## src/rtl/fifo_pkg.sv

```systemverilog
// Shared dual-clock FIFO definitions: default widths and the Gray/binary pointer
// conversions used by both the write-side and read-side controllers.
package fifo_pkg;

  localparam int ADDR_W_DEFAULT = 5;
  localparam int PTR_W_DEFAULT  = ADDR_W_DEFAULT + 1;

  // Conversions work on a wide carrier; callers zero-extend in and truncate out,
  // which is exact for any pointer width up to MAX_PTR_W.
  localparam int MAX_PTR_W = 32;
  typedef logic [MAX_PTR_W-1:0] ptr_max_t;

  function automatic ptr_max_t bin2gray(input ptr_max_t bin);
    return bin ^ (bin >> 1);
  endfunction

  function automatic ptr_max_t gray2bin(input ptr_max_t gray);
    ptr_max_t bin;
    bin[MAX_PTR_W-1] = gray[MAX_PTR_W-1];
    for (int i = MAX_PTR_W - 2; i >= 0; i--) begin
      bin[i] = bin[i+1] ^ gray[i];
    end
    return bin;
  endfunction

endpackage

```

## src/rtl/ptr_sync.sv

```systemverilog
// Generic N-stage, W-bit flop synchronizer for Gray-coded pointers crossing
// clock domains; synchronous active-high reset clears every stage.
module ptr_sync #(
  parameter int W      = 6,
  parameter int STAGES = 2
) (
  input  logic         clk,
  input  logic         rst,
  input  logic [W-1:0] d,
  output logic [W-1:0] q
);

  logic [W-1:0] stage_q [STAGES];

  // NOTE: every stage is reset, so no stale pointer from before reset can reach
  // the flag logic; the chain stays a plain shift with no bypass path.
  always_ff @(posedge clk) begin
    if (rst) begin
      for (int i = 0; i < STAGES; i++) stage_q[i] <= '0;
    end else begin
      stage_q[0] <= d;
      for (int i = 1; i < STAGES; i++) stage_q[i] <= stage_q[i-1];
    end
  end

  assign q = stage_q[STAGES-1];

endmodule

```

## src/rtl/fifo_write_ctrl.sv

```systemverilog
// Write-side pointer and flag controller of the dual-clock FIFO: synchronizes the
// read pointer into w_clk and produces write pointers, full/almost_full, level, overflow.
module fifo_write_ctrl
  import fifo_pkg::*;
#(
  parameter int ADDR_W      = ADDR_W_DEFAULT,
  parameter int AF_LEVEL    = 28,
  parameter int SYNC_STAGES = 2
) (
  input  logic              w_clk,
  input  logic              rst,
  input  logic              wr_en,
  input  logic [ADDR_W:0]   r_ptr_gray,
  output logic [ADDR_W:0]   w_ptr,
  output logic [ADDR_W:0]   w_ptr_gray,
  output logic [ADDR_W-1:0] w_addr,
  output logic              mem_we,
  output logic              full,
  output logic              almost_full,
  output logic [ADDR_W:0]   w_level,
  output logic              overflow
);

  localparam int PTR_W = ADDR_W + 1;
  localparam logic [PTR_W-1:0] AF_THRESH = PTR_W'(AF_LEVEL);

  logic [PTR_W-1:0] r_sync_gray;
  logic [PTR_W-1:0] r_sync_bin;
  logic [PTR_W-1:0] w_ptr_inc;

  ptr_sync #(
    .W      (PTR_W),
    .STAGES (SYNC_STAGES)
  ) u_r_ptr_sync (
    .clk (w_clk),
    .rst (rst),
    .d   (r_ptr_gray),
    .q   (r_sync_gray)
  );

  assign r_sync_bin = PTR_W'(gray2bin(MAX_PTR_W'(r_sync_gray)));
  assign w_ptr_inc  = w_ptr + PTR_W'(1);

  // Flags depend only on registers, so wr_en never reaches full combinationally.
  assign w_level     = w_ptr - r_sync_bin;
  assign full        = (w_ptr[ADDR_W] != r_sync_bin[ADDR_W]) &&
                       (w_ptr[ADDR_W-1:0] == r_sync_bin[ADDR_W-1:0]);
  assign almost_full = (w_level >= AF_THRESH);
  assign mem_we      = wr_en & ~full;
  assign w_addr      = w_ptr[ADDR_W-1:0];

  // NOTE: non-blocking assignments let both pointers update from the same old
  // w_ptr at one edge, keeping the Gray output glitch-free toward the read side.
  always_ff @(posedge w_clk) begin
    if (rst) begin
      w_ptr      <= '0;
      w_ptr_gray <= '0;
      overflow   <= 1'b0;
    end else begin
      if (mem_we) begin
        w_ptr      <= w_ptr_inc;
        w_ptr_gray <= PTR_W'(bin2gray(MAX_PTR_W'(w_ptr_inc)));
      end
      if (wr_en && full) overflow <= 1'b1;
    end
  end

endmodule

```

## config.mk

```make
export PLATFORM = sky130hd
export DESIGN_NAME = fifo_write_ctrl
export DESIGN_NICKNAME = d
export VERILOG_FILES = /design/src/rtl/fifo_pkg.sv /design/src/rtl/ptr_sync.sv /design/src/rtl/fifo_write_ctrl.sv
export SDC_FILE = /design/constraint.sdc
export NUM_CORES = 1
export LEC_CHECK = 0
export CAP_MARGIN = 30
export CORE_ASPECT_RATIO = 2
export CORE_MARGIN = 5
export CORE_UTILIZATION = 25
export CTS_BUF_LIST = sky130_fd_sc_hd__clkbuf_4 sky130_fd_sc_hd__clkbuf_8
export DETAILED_ROUTE_END_ITERATION = 10
export HOLD_SLACK_MARGIN = 0.02
export PLACE_DENSITY_LB_ADDON = 0.1
export SLEW_MARGIN = 25
export SYNTH_ARGS = -nofsm -noshare
export SYNTH_HDL_FRONTEND = slang
export SYNTH_HIERARCHICAL = 1
export SYNTH_SLANG_ARGS = --single-unit
```

## constraint.sdc

```tcl
create_clock -name w_clk -period 4.6 [get_ports w_clk]
set_clock_uncertainty 0.1 [all_clocks]
set_input_delay 1.38 -clock w_clk [delete_from_list [all_inputs] [get_ports w_clk]]
set_output_delay 1.38 -clock w_clk [all_outputs]
set_load 0.05 [all_outputs]
```

==> impl_metrics.csv <==
group,metric,value,unit
finish,final_area,1921,um^2
placed_design,dp_hpwl,2.369,mm
worst_setup_path,crit_family,"compound AO/OA/AOI/OAI gates",
die,die_x,62.08,um
route,ant_nets,0,
clock_network,cts_tree,"done",
finish,fin_cells,236,
die,coreArea,5373,um^2
timing,slew_headroom,63.44,%
timing,hold_viol,0,
finish,syn_to_final_growth,41.60,%
logic_synthesis,ys_types,38,
placed_design,numPortBuffers,35,
worst_setup_path,critPathKind,"reg2out",
timing,finalCriticalPeriod,4.547,ns
clock_network,cts_buffer_depth,2,
route,dr.pass1.iters,4,
timing,worst_pin_slew,0.5467,ns
grt,grt_max_degree,16,
timing,fmax,219.9,MHz
timing,timing.hold.ws,0.3526,ns
timing,setup_viol,0,
finish,layout_common_cells,"clkdlybuf4s50_1 (27), dfxtp_1 (23), buf_4 (16), nand2_1 (12)",
logic_synthesis,synth-seq-area-share,35.42,%
route,num_vias,1036,
placed_design,dpl_cell_area,1729,um^2
clock_network,cts_made_buffers,3,
pwr,power_frac_comb,47.2,%
clock_network,cts_htree_levels,1,
pwr,cellPowerDensity,408.9,nW/um^2
logic_synthesis,synth.avg_cell_area,9.551,um^2
timing,final-max-slew-violation-count,0,
logic_synthesis,syn-cell-area,1356,um^2
grt,grt_pass1_vias,1049,
pwr,clockPowerShare,23.5,%
clock_network,postCtsHoldBufs,0,
worst_setup_path,slowest_stage,"dfxtp_4",
route,first_iter_violations,14,
finish,num-fill-cells,559,
grt,grt_remaining_overflow,0,
route,viasPerCell,4.390,
die,die_height,114.2,um
route,wire_per_inst,13.13,um
finish,nNetsFinal,193,
grt,grt_first_pass_wirelength,5.057,mm
timing,fin_crit_sh,98.86,%
worst_setup_path,path_cells,"xnor2_4, xor2_2, xor2_2, xor2_2, buf_4, ha_4, nor2b_1, o21a_1, o2111a_1, a211o_1, a31o_4, buf_12",
grt,grt.total_usage,9.523,%
min_path,min_path_type,"reg2reg",
die,std_cell_rows,38,
clock_network,root_buffer,"clkbuf_8",
outcome,outcome,"complete, no violations",
worst_setup_path,crit_buf_inv,2,
worst_setup_path,max_stage_delay,0.37,ns
worst_setup_path,cp.required,3.12,ns
worst_setup_path,crit_fanout,4,
logic_synthesis,synth_top_area_share,35.42,%
logic_synthesis,yosysWarnings,6,
placed_design,gp_congestion,0.7637,
finish,final_common_cell,"clkdlybuf4s50_1",
worst_setup_path,crit_arrival,3.07,ns
pwr,leakagePower,0.7861,nW
flow_run,cap_viol_max_count,0,
worst_setup_path,critPathLaunchType,"flop",
pwr,irDropWorstVdd,0.3010,mV
logic_synthesis,synth_seq_cells,24,
grt,antenna_found_initial,0,
clock_network,clock-sinks,24,
pwr,p_int,0.4925,mW
clock_network,path_clk_slew,0.09,ns
logic_synthesis,syn-num-nets,158,
route,drc,0,
pwr,netSwitchingFraction,37.28,%
die,die_area,7087,um^2
pwr,seq_power_share,29.3,%
route,wl,3.099,mm
placed_design,dp_cells,223,
finish,drive_gt1_share,29.55,%
worst_setup_path,end_kind,"output pin",
logic_synthesis,postSynthCellCount,142,
finish,antennaDiodeCount,0,
logic_synthesis,ys_top_cells_by_area,"dfxtp_1 (35%), buf_4 (6.6%), xnor2_1 (6.5%), ha_1 (5.5%), nor2b_2 (5.2%)",
die,initial_core_util,25.24,%
worst_setup_path,path_common_cell,"xor2_2",
die,ios,36,
clock_network,clock_latency,0.27,ns
logic_synthesis,synth.largest_area_cell,"dfxtp_1",
pwr,p_sw,0.2928,mW
timing,rsz0062_at_grt,"true",
==> routing by layer <==
layer	GRT usage, %	routed length [um]	vias to the layer above	part of all wire (%)
met5	0	0	-	0
met4	4.674	70	0	2.3
met3	1.467	202	5	6.5
met2	16.69	1615	33	52
met1	10.46	1210	468	39
li1	-	-	530	-
==> stage by stage <==
stage          setup slack (ns)  power [mW]  util, %  TNS (ns)
2_1_floorplan            0.1132      0.4720        -         0
3_3_place_gp             0.2473      0.5718    32.18         0
3_5_place_dp             0.1690      0.5737    32.18         0
4_1_cts                0.008009      0.7793    34.63         0
5_1_grt                -0.05749      0.8241    35.75  -0.05749
6_report                0.05260      0.7853    35.75         0
==> layout make-up <==
cell class                      count  area [um^2]  area share (%)
Clock inverter                      1        30.03           1.564
Multi-Input combinational cell     94        809.5           42.15
Clock buffer                        3        41.29           2.150
Timing Repair Buffer               46        450.4           23.45
Inverter                            8        30.03           1.564
Sequential cell                    24        484.2           25.21
Tap cell                           60        75.07           3.909
==> power groups by stage <==
| stage | registers, mW | clock network, mW | logic (mW) |
|---|---|---|---|
| final | 0.230 | 0.184 | 0.371 |
| after global routing | 0.231 | 0.198 | 0.395 |
| after CTS | 0.230 | 0.191 | 0.358 |
| after detailed placement | 0.235 | 0 | 0.339 |
| after global placement | 0.235 | 0 | 0.337 |
| after floorplan | 0.253 | 0 | 0.219 |
==> cells in the mapped netlist <==
master	instances
buf_6	1
dfxtp_1	24
and2_1	1
xnor2_2	1
clkbuf_1	2
buf_4	12
or4_4	1
o2111a_1	1
a211o_1	2
buf_2	1
xnor2_1	10
ha_1	6
xor2_2	3
nand2_1	12
nor2b_2	8
nor2b_1	2
xor2_1	5
o21a_1	2
nor3_1	3
nand3_1	3
o2111ai_1	1
nor2_1	9
a21oi_1	6
a31oi_1	1
a211oi_2	1
and3_4	1
o41ai_1	1
a31o_2	1
o31ai_1	1
inv_1	8
a21o_1	1
fa_1	1
and2b_2	2
and3_1	1
nor2b_4	2
a41o_2	1
and4_1	1
o21ai_0	3
==> timing repair <==
item	4_1_cts	5_1_grt
gates resized for setup	6	3
pin swaps	9	7
setup buffers	4	5
endpoints found under the setup margin	1	1
==> path summary, 6_finish.rpt <==
path | from | to | cells after the start | slack (ns)
min | u_r_ptr_sync/stage_q[0][2] | u_r_ptr_sync/stage_q[0][8] | 1 | 0.35
max reg2reg | u_r_ptr_sync/stage_q[0][11] | w_ptr_gray[4] | 10 | 1.72
min reg2reg | u_r_ptr_sync/stage_q[0][2] | u_r_ptr_sync/stage_q[0][8] | 1 | 0.35
max | u_r_ptr_sync/stage_q[0][11] | almost_full | 12 | 0.05
==> state kept, by name, indices dropped and copies added (netlist names) <==
name / count
u_r_ptr_sync/stage_q: 12
w_ptr: 6
w_ptr_gray: 5
overflow: 1
==> cell families (layout without fill, tap and decap cells) <==
kind of cell	after synthesis	in the layout	synth area share (%)
AO/OA/AOI/OAI	22	22	11.81
XOR/XNOR	19	19	14.48
adder cells (fa/ha/maj)	7	7	7.011
buffers and inverters	24	58	10.61
flip-flops	24	24	35.42
AND/OR/NAND/NOR	46	46	20.66
Note: power is estimated with default switching activity, not from simulation.
